## src/rtl/txpy_pkg.sv

```systemverilog
// txpy_pkg: shared types and constants for the transmit payload header serializer.
package txpy_pkg;
    typedef enum logic [1:0] {IDLE, HDR, DATA, DONE} txpy_state_t;
    localparam int HDR_SS_W  = 8;
    localparam int HDR_MS_W  = 16;
    localparam int MAXLEN_SS = 31;
    localparam int MAXLEN_MS = 1021;
endpackage

```

## src/rtl/txpy_bytesr.sv

```systemverilog
// txpy_bytesr: 8-bit payload byte register, LSB-first shift, zero substitute on underrun.
module txpy_bytesr (
    input  logic       clk_6M,
    input  logic       rst,
    input  logic       i_load,
    input  logic       i_shift,
    input  logic       i_valid,
    input  logic [7:0] i_byte,
    output logic       o_bit
);
    logic [7:0] r_dsr;
    always_ff @(posedge clk_6M or posedge rst) begin
        if (rst) r_dsr <= 8'h00;
        else if (i_load) r_dsr <= i_valid ? i_byte : 8'h00;
        else if (i_shift) r_dsr <= r_dsr >> 1;
    end
    assign o_bit = r_dsr[0];
endmodule

```

## src/rtl/txpyhdr_ser.sv

```systemverilog
// txpyhdr_ser: ACL payload header generator and LSB-first payload byte serializer.
// Define TXPY_LENCLIP_EN to clip the length to the slot-type maximum.
module txpyhdr_ser #(
    parameter int MAXLEN_MS = txpy_pkg::MAXLEN_MS,
    parameter int MAXLEN_SS = txpy_pkg::MAXLEN_SS
) (
    input  logic       clk_6M,
    input  logic       rst,
    input  logic       py_st_p,
    input  logic       py_datvalid_p,
    input  logic       daten,
    input  logic       BRss,
    input  logic       existpyheader,
    input  logic [1:0] tx_LLID,
    input  logic       tx_FLOW,
    input  logic [9:0] tx_pylenByte,
    input  logic [7:0] txbyte,
    input  logic       txbyte_valid,
    output logic       txbyte_rd,
    output logic       txpybitin,
    output logic       tx_busy,
    output logic       tx_done_p,
    output logic       tx_underrun
);
    import txpy_pkg::*;
    txpy_state_t r_state, w_state_nxt;
    logic [15:0] r_hsr;
    logic [3:0]  r_bcnt;
    logic [9:0]  r_rcnt;
    logic        r_brss, r_underrun;
    logic [9:0]  w_len;
    logic [15:0] w_hdr_word;
    logic        w_adv, w_hlast, w_blast, w_fetch, w_dbit;
`ifdef TXPY_LENCLIP_EN
    logic [9:0] w_cap;
    assign w_cap = BRss ? 10'(MAXLEN_SS) : 10'(MAXLEN_MS);
    assign w_len = (tx_pylenByte > w_cap) ? w_cap : tx_pylenByte;
`else
    assign w_len = tx_pylenByte;
`endif
    assign w_hdr_word = BRss ? {8'h00, w_len[4:0], tx_FLOW, tx_LLID}
                             : {3'b000, w_len, tx_FLOW, tx_LLID};
    assign tx_busy   = (r_state == HDR) || (r_state == DATA);
    assign w_adv     = py_datvalid_p & daten & tx_busy;
    assign w_hlast   = r_bcnt == (r_brss ? 4'(HDR_SS_W - 1) : 4'(HDR_MS_W - 1));
    assign w_blast   = r_bcnt[2:0] == 3'd7;
    assign txbyte_rd = w_fetch;
    assign tx_done_p = r_state == DONE;
    assign tx_underrun = r_underrun;
    assign txpybitin = (r_state == HDR) ? r_hsr[0] : (r_state == DATA) ? w_dbit : 1'b0;
    always_comb begin
        w_state_nxt = r_state;
        w_fetch = 1'b0;
        if (py_st_p) begin
            w_state_nxt = existpyheader ? HDR : (w_len == 10'd0) ? DONE : DATA;
            w_fetch = !existpyheader && (w_len != 10'd0);
        end else begin
            case (r_state)
                HDR: if (w_adv && w_hlast) begin
                    w_state_nxt = (r_rcnt != 10'd0) ? DATA : DONE;
                    w_fetch = r_rcnt != 10'd0;
                end
                DATA: if (w_adv && w_blast) begin
                    w_state_nxt = (r_rcnt != 10'd1) ? DATA : DONE;
                    w_fetch = r_rcnt != 10'd1;
                end
                DONE: w_state_nxt = IDLE;
                default: w_state_nxt = IDLE;
            endcase
        end
    end
    always_ff @(posedge clk_6M or posedge rst) begin
        if (rst) r_state <= IDLE;
        else r_state <= w_state_nxt;
    end
    // rcnt holds the bytes still to send; it drops as each byte's last bit leaves
    always_ff @(posedge clk_6M or posedge rst) begin
        if (rst) begin
            r_hsr      <= '0;
            r_bcnt     <= '0;
            r_rcnt     <= '0;
            r_brss     <= 1'b0;
            r_underrun <= 1'b0;
        end else if (py_st_p) begin
            r_hsr      <= w_hdr_word;
            r_bcnt     <= '0;
            r_rcnt     <= w_len;
            r_brss     <= BRss;
            r_underrun <= w_fetch & ~txbyte_valid;
        end else begin
            if (w_adv) r_bcnt <= (r_state == HDR && w_hlast) ? 4'd0 : r_bcnt + 4'd1;
            if (w_adv && r_state == HDR) r_hsr <= r_hsr >> 1;
            if (w_adv && r_state == DATA && w_blast) r_rcnt <= r_rcnt - 10'd1;
            if (w_fetch && !txbyte_valid) r_underrun <= 1'b1;
        end
    end
    txpy_bytesr u_bytesr (
        .clk_6M (clk_6M),
        .rst    (rst),
        .i_load (w_fetch),
        .i_shift(w_adv && r_state == DATA && !py_st_p),
        .i_valid(txbyte_valid),
        .i_byte (txbyte),
        .o_bit  (w_dbit)
    );
endmodule

```

## config.mk

```make
export PLATFORM = sky130hd
export DESIGN_NAME = txpyhdr_ser
export DESIGN_NICKNAME = d
export VERILOG_FILES = /design/src/rtl/txpy_pkg.sv /design/src/rtl/txpy_bytesr.sv /design/src/rtl/txpyhdr_ser.sv
export SDC_FILE = /design/constraint.sdc
export NUM_CORES = 1
export LEC_CHECK = 0
export CAP_MARGIN = 20
export CORE_UTILIZATION = 50
export DETAILED_ROUTE_END_ITERATION = 12
export GPL_TIMING_DRIVEN = 0
export PLACE_DENSITY = 0.75
export SYNTH_ARGS = -nofsm -noshare
export SYNTH_HDL_FRONTEND = slang
export SYNTH_SLANG_ARGS = --single-unit
```

## constraint.sdc

```tcl
create_clock -name clk_6M -period 2.5 [get_ports clk_6M]
set_input_delay 0.25 -clock clk_6M [delete_from_list [all_inputs] [get_ports clk_6M]]
set_output_delay 0.25 -clock clk_6M [all_outputs]
set_load 0.005 [all_outputs]
```

==> results of run 1 <==
[metal layers]
layer | wire, um | share of wire, %
met1 | 2210 | 48
met2 | 2170 | 47
met3 | 143 | 3.1
met4 | 62 | 1.4
met5 | 0 | 0
[final cells by class]
| cell class | instances | area (sq um) |
|---|---|---|
| Fill cell | 323 | 1320 |
| Multi-Input combinational cell | 155 | 1100 |
| Sequential cell | 39 | 976 |
| Timing Repair Buffer | 41 | 388 |
| Clock buffer | 6 | 82.6 |
| Tap cell | 50 | 62.6 |
| Buffer | 9 | 55.1 |
| Inverter | 10 | 37.5 |
| Clock inverter | 2 | 35.0 |
[timing repair]
action,CTS,global route
pin swaps,0,2
endpoints found under the setup margin,1,1
resized for setup,3,3
hold buffers,0,0
buffers inserted,5,4
cloned,0,0
[critical path: stages (launching register included)]
cell	delay, ns
dfrtp_1	0.43
ha_4	0.28
or3_4	0.36
buf_6	0.12
a311o_1	0.32
nand3_2	0.09
buf_8	0.10
clkdlybuf4s15_1	0.19
[power by group]
part / leakage (uW) / internal, uW / switching, uW / total (uW)
Sequential: 0.000483 / 694 / 46.4 / 740
Clock: 0.0000612 / 323 / 218 / 541
Combinational: 0.000753 / 179 / 153 / 332
Total: 0.00130 / 1200 / 417 / 1610
[state kept, by name, indices dropped and copies added, names as in the netlist]
signal	cells
r_rcnt	10
r_bcnt	4
tx_underrun	1
r_state	2
u_bytesr.r_dsr	8
r_hsr	13
r_brss	1
[logic make-up (layout without fill, tap and decap cells)]
group,after synthesis,count (layout),synth area share (%)
and+or+nand+nor,69,69,15.4
DFF,39,39,45.6
xor gates and xnor gates,10,10,4.09
AOI/OAI and AO/OA,35,35,10.3
muxes,33,33,15.7
buffers and inverters,19,68,4.32
adders and majority gates,8,8,4.68
[per-stage QoR]
stage	power, uW	util (%)	std cells	instance area (sq um)	setup TNS [ns]
6_report	1610	67.4	312	2730	0
5_1_grt	1690	67.4	312	2730	0
4_1_cts	1600	66.3	308	2690	0
3_5_place_dp	1040	62.2	295	2520	-0.209
3_3_place_gp	1030	62.2	295	2520	-0.189
2_1_floorplan	920	-	213	2140	0
[final timing paths]
path,slack (ns),from,end,depth (start not counted)
max,0.05,r_state[1],txbyte_rd,7
min,0.34,txbyte_valid,u_bytesr.r_dsr[3],3
max reg2reg,0.26,r_bcnt[0],r_rcnt[3],7
min reg2reg,0.52,tx_underrun,tx_underrun,1
max in group asynchronous,1.57,rst,u_bytesr.r_dsr[1],2
min in group asynchronous,0.43,rst,u_bytesr.r_dsr[3],2
[placed cells by master, fill, tap and decap left out, types with 2 or more instances in the layout]
master           instances
a21oi_1                 10
nor3_1                   2
nand2b_1                 2
dfrtp_1                 39
nor2_1                  16
buf_4                    9
a22oi_1                  2
nand3b_1                 2
mux2_2                   4
nor4_1                   4
clkbuf_8                 6
nand2_1                 28
nand4_1                  3
inv_2                    3
o21ai_0                 13
mux2i_1                 29
clkdlybuf4s50_1         31
a311o_1                  2
buf_2                    2
nand3_1                  5
buf_1                    2
inv_1                    7
ha_1                     7
xor2_1                   9
clkbuf_1                 3
==> flow_summary.yaml, run 1 <==
power_and_ir_drop:
  power.density_nw_per_um2: 590
  p_leak_uw: 0.00130
  peakVddDrop_uv: 340
setup_path:
  crit_fanout: 5
  endpoint_kind: "primary output"
  required_ns: 2.25
  path_class: "reg2out"
  start_kind: "flop"
  crit_arrival_ns: 2.20
synth:
  syn_inst: 213
  yosys.area.top_type: "dfrtp_1"
  synth_top_area_share_pct: 45.6
  ys.flop_type: "dfrtp_1"
  yosys_warnings: 0
  syn_nets: 250
  netlist_top_cells_count: "39 x dfrtp_1, 29 x mux2i_1, 28 x nand2_1, 16 x nor2_1, 13 x o21ai_0"
  ys_async_sr_fraction_pct: 100
  synth-seq-cells: 39
  yosysSeqAreaShare_pct: 45.6
  synth_most_common_cell: "dfrtp_1"
  yosys-top-cells-area: "dfrtp_1 46%, mux2i_1 14%, nand2_1 4.9%, ha_1 4.7%, xor2_1 3.7%"
  synthDistinctLibCells: 39
  syn_avg_cell_area_sq_um: 10.1
  synth-edff-count: 0
  syn_area_sq_um: 2140
sta:
  min_period_ns: 2.45
  relSlewSlack_pct: 46.8
  setup_violations: 0
  slew_viol_final: 0
  worstMarginPinSlew_ns: 0.797
  finClkSkew_ns: 0.00929
  setup_ws_ns: 0.0549
  finalHoldViolations: 0
  rsz0062_at_grt: "false"
  holdWs_ns: 0.337
  finalCritPeriodShare_pct: 97.8
  fmax_ghz: 0.409
global_routing:
  grt.total_usage_pct: 23.5
  overflow: 0
  grtUsageMet3_pct: 4.56
  grt.busiest_layer: "met2"
  grt_max_degree: 40
  grt_use_met1_pct: 30.6
  first_global_vias: 1672
  grt_pass1_wl_um: 7820
  grt_use_met2_pct: 38.0
  antenna_found_initial: 0
floorplanning:
  dieArea_sq_um: 4550
  die_w_um: 67.4
  start_util_pct: 52.8
  boundaryPins: 34
  die_h_um: 67.4
  core_area_sq_um: 4060
  rows: 23
route:
  drtPass1Iterations: 4
  post_drt_wl_per_cell_um: 14.7
  routed_wl_um: 4580
  drt-initial-drc-count: 106
  drc_errors: 0
  ant_nets: 0
  avgViaCountPerCell: 5.46
  vias: 1703
finish:
  final_nets: 298
  drive_gt1_share_pct: 13.4
  area_delta_synth_final_pct: 27.7
  diodes: 0
clock_tree:
  numCtsBuffers: 5
  clk_path_buf_depth: 2
  clk_pin_slew_ns: 0.08
  cts_sinks: 39
  ctsHtreeMaxLevel: 2
  cts_tree: "done"
  cts_root_buffer: "clkbuf_8"
  insertion_delay_ns: 0.29
placed_design:
  place_ws_ns: -0.209
  dp_hpwl_um: 3270
  port_buffers: 32
  place_congestion: 0.847
min_path:
  hold_class: "in2reg"
outcome:
  status: "finished, final reports clean"
flow_run:
  maxCapViolCount: 0
No activity file was read; power rests on OpenSTA's default activity.
==> inputs of run 2 (changes only) <==
--- a/config.mk
+++ b/config.mk
@@ -8,8 +8,9 @@
 export CAP_MARGIN = 20
 export CORE_UTILIZATION = 50
 export DETAILED_ROUTE_END_ITERATION = 12
+export DONT_BUFFER_PORTS = 1
 export GPL_TIMING_DRIVEN = 0
-export PLACE_DENSITY = 0.75
+export PLACE_DENSITY = 0.65
 export SYNTH_ARGS = -nofsm -noshare
 export SYNTH_HDL_FRONTEND = slang
 export SYNTH_SLANG_ARGS = --single-unit
==> flow_summary.yaml, run 2 (synthesis results as in run 1) <==
route:
  routed_wl_um: 4370
  avgViaCountPerCell: 5.78
  vias: 1566
  post_drt_wl_per_cell_um: 16.1
  drc_errors: 0
  ant_nets: 0
  drtPass1Iterations: 4
  drt-initial-drc-count: 61
sta:
  tns_ns: 0
  setup_ws_ns: 0.131
  holdWs_ns: -0.0133
  slew_viol_final: 0
  worstMarginPinSlew_ns: 0.807
  finalCritPeriodShare_pct: 94.8
  finClkSkew_ns: 0.00274
  fmax_ghz: 0.422
  setup_violations: 0
  relSlewSlack_pct: 46.1
  min_period_ns: 2.37
  rsz0062_at_grt: "false"
  finalHoldViolations: 16
power_and_ir_drop:
  switchingPower_uw: 400
  peakVddDrop_uv: 400
  swShare_pct: 28.7
  power_frac_seq_pct: 53.3
  power.density_nw_per_um2: 607
  p_leak_uw: 0.00111
  comb_power_share_pct: 16.6
  p_int_uw: 994
  p_clk_share_pct: 30.1
finish:
  largest_reg_flops: 13
  diodes: 0
  largest_register: "r_hsr"
  drive_gt1_share_pct: 10.4
  area_delta_synth_final_pct: 7.31
  final_cell_mix: "39 x dfrtp_1, 29 x mux2i_1, 28 x nand2_1, 16 x nor2_1, 13 x o21ai_0"
  reg_top3: "r_hsr: 13 flops, r_rcnt: 10 flops, u_bytesr.r_dsr: 8 flops"
  final_area_sq_um: 2300
  final_nets: 257
  layout_commonest_cell: "dfrtp_1"
placed_design:
  placed_area_sq_um: 2200
  place_ws_ns: 0.263
  dp_hpwl_um: 3200
  place_congestion: 0.791
  port_buffers: 0
floorplanning:
  core_area_sq_um: 4060
  boundaryPins: 34
  rows: 23
  dieArea_sq_um: 4550
  start_util_pct: 52.8
  die_w_um: 67.4
  die_h_um: 67.4
setup_path:
  endpoint_kind: "primary output"
  critPathMostFrequentCell: "nand3_2"
  crit_arrival_ns: 2.12
  rrSetupSlack_ns: 0.27
  max_stage_delay_ns: 0.42
  worstSetupEndpoint: "txbyte_rd"
  worstReg2RegEnd: "r_rcnt[3]"
  reg2reg_from: "r_bcnt[0]"
  slowest_stage: "dfrtp_1"
  rr_worst_depth: 7
  start_kind: "flop"
  critPathLaunch: "r_state[0]"
  crit_fanout: 10
  required_ns: 2.25
  crit_chain: "inv_2, ha_4, nand3_2, or3_1, buf_6, a311o_1, nand3_2, buf_8"
  path_class: "reg2out"
clock_tree:
  cts_sinks: 39
  cts_root_buffer: "clkbuf_8"
  ctsHtreeMaxLevel: 2
  hold_buffers: 0
  clk_path_buf_depth: 2
  cts_tree: "done"
  clk_pin_slew_ns: 0.08
  numCtsBuffers: 5
  insertion_delay_ns: 0.29
outcome:
  failed_checks: "negative hold slack"
  status: "complete, but fails checks"
global_routing:
  overflow: 0
  grt_pass1_wl_um: 7210
  grt.total_usage_pct: 21.6
  grt_max_degree: 40
  antenna_found_initial: 0
  first_global_vias: 1569
flow_run:
  maxCapViolCount: 0
min_path:
  hold_class: "in2async"
## run 2: worst max-delay path, delay by kind of cell, from the launching register on
family / cells / cell delay (ns)
buf+inv: 3 / 0.41
compound gates: 1 / 0.33
fa+ha+maj: 1 / 0.16
flops: 1 / 0.42
simple gates: 3 / 0.52
## run 2: area by class of cell
type                       count  area (sq um)
fill                         372          1760
multi-input combinational    155          1080
sequential                    39           976
clock buffer                   7          76.3
tap                           50          62.6
buffer                         9          55.1
inverter                      10          37.5
clock inverter                 1          5.00
## run 2: routing by layer
metal  wire, um  global-route usage, %  up-vias
met1       1920                   26.9      749
met5          0                      0        -
met3        219                   4.90        9
met2       2150                   35.8       45
li1           -                      -      763
met4         80                   9.57        0
## run 2: per-stage QoR
| step | power, uW | cells | util (%) |
|---|---|---|---|
| 2_1_floorplan | 920 | 213 | - |
| 3_3_place_gp | 960 | 263 | 54.3 |
| 3_5_place_dp | 976 | 263 | 54.3 |
| 4_1_cts | 1400 | 271 | 56.6 |
| 5_1_grt | 1450 | 271 | 56.6 |
| 6_report | 1390 | 271 | 56.6 |
## run 2: worst min-delay path by stage
stage	from	slack, ns	end
floorplan	tx_pylenByte[7]	0.37	r_hsr[10]
global placement	tx_pylenByte[8]	0.37	r_hsr[11]
detailed placement	rst	0.33	r_state[1]
CTS	rst	0.02	r_state[1]
global route	rst	0.06	r_bcnt[1]
finish	rst	-0.01	u_bytesr.r_dsr[0]
## run 2: power by group through the flow
stage	registers (uW)	logic [uW]	clock network, uW
after global placement	749	211	0
after global routing	750	256	443
after detailed placement	753	223	0
after CTS	743	233	422
final	743	232	419
after floorplan	739	180	0
## run 2: what timing repair did
action	in CTS	in global routing
gates resized for setup	1	1
buffers inserted	0	0
setup endpoints to repair	1	1
endpoints found under the hold margin	0	0
pin swaps	0	0
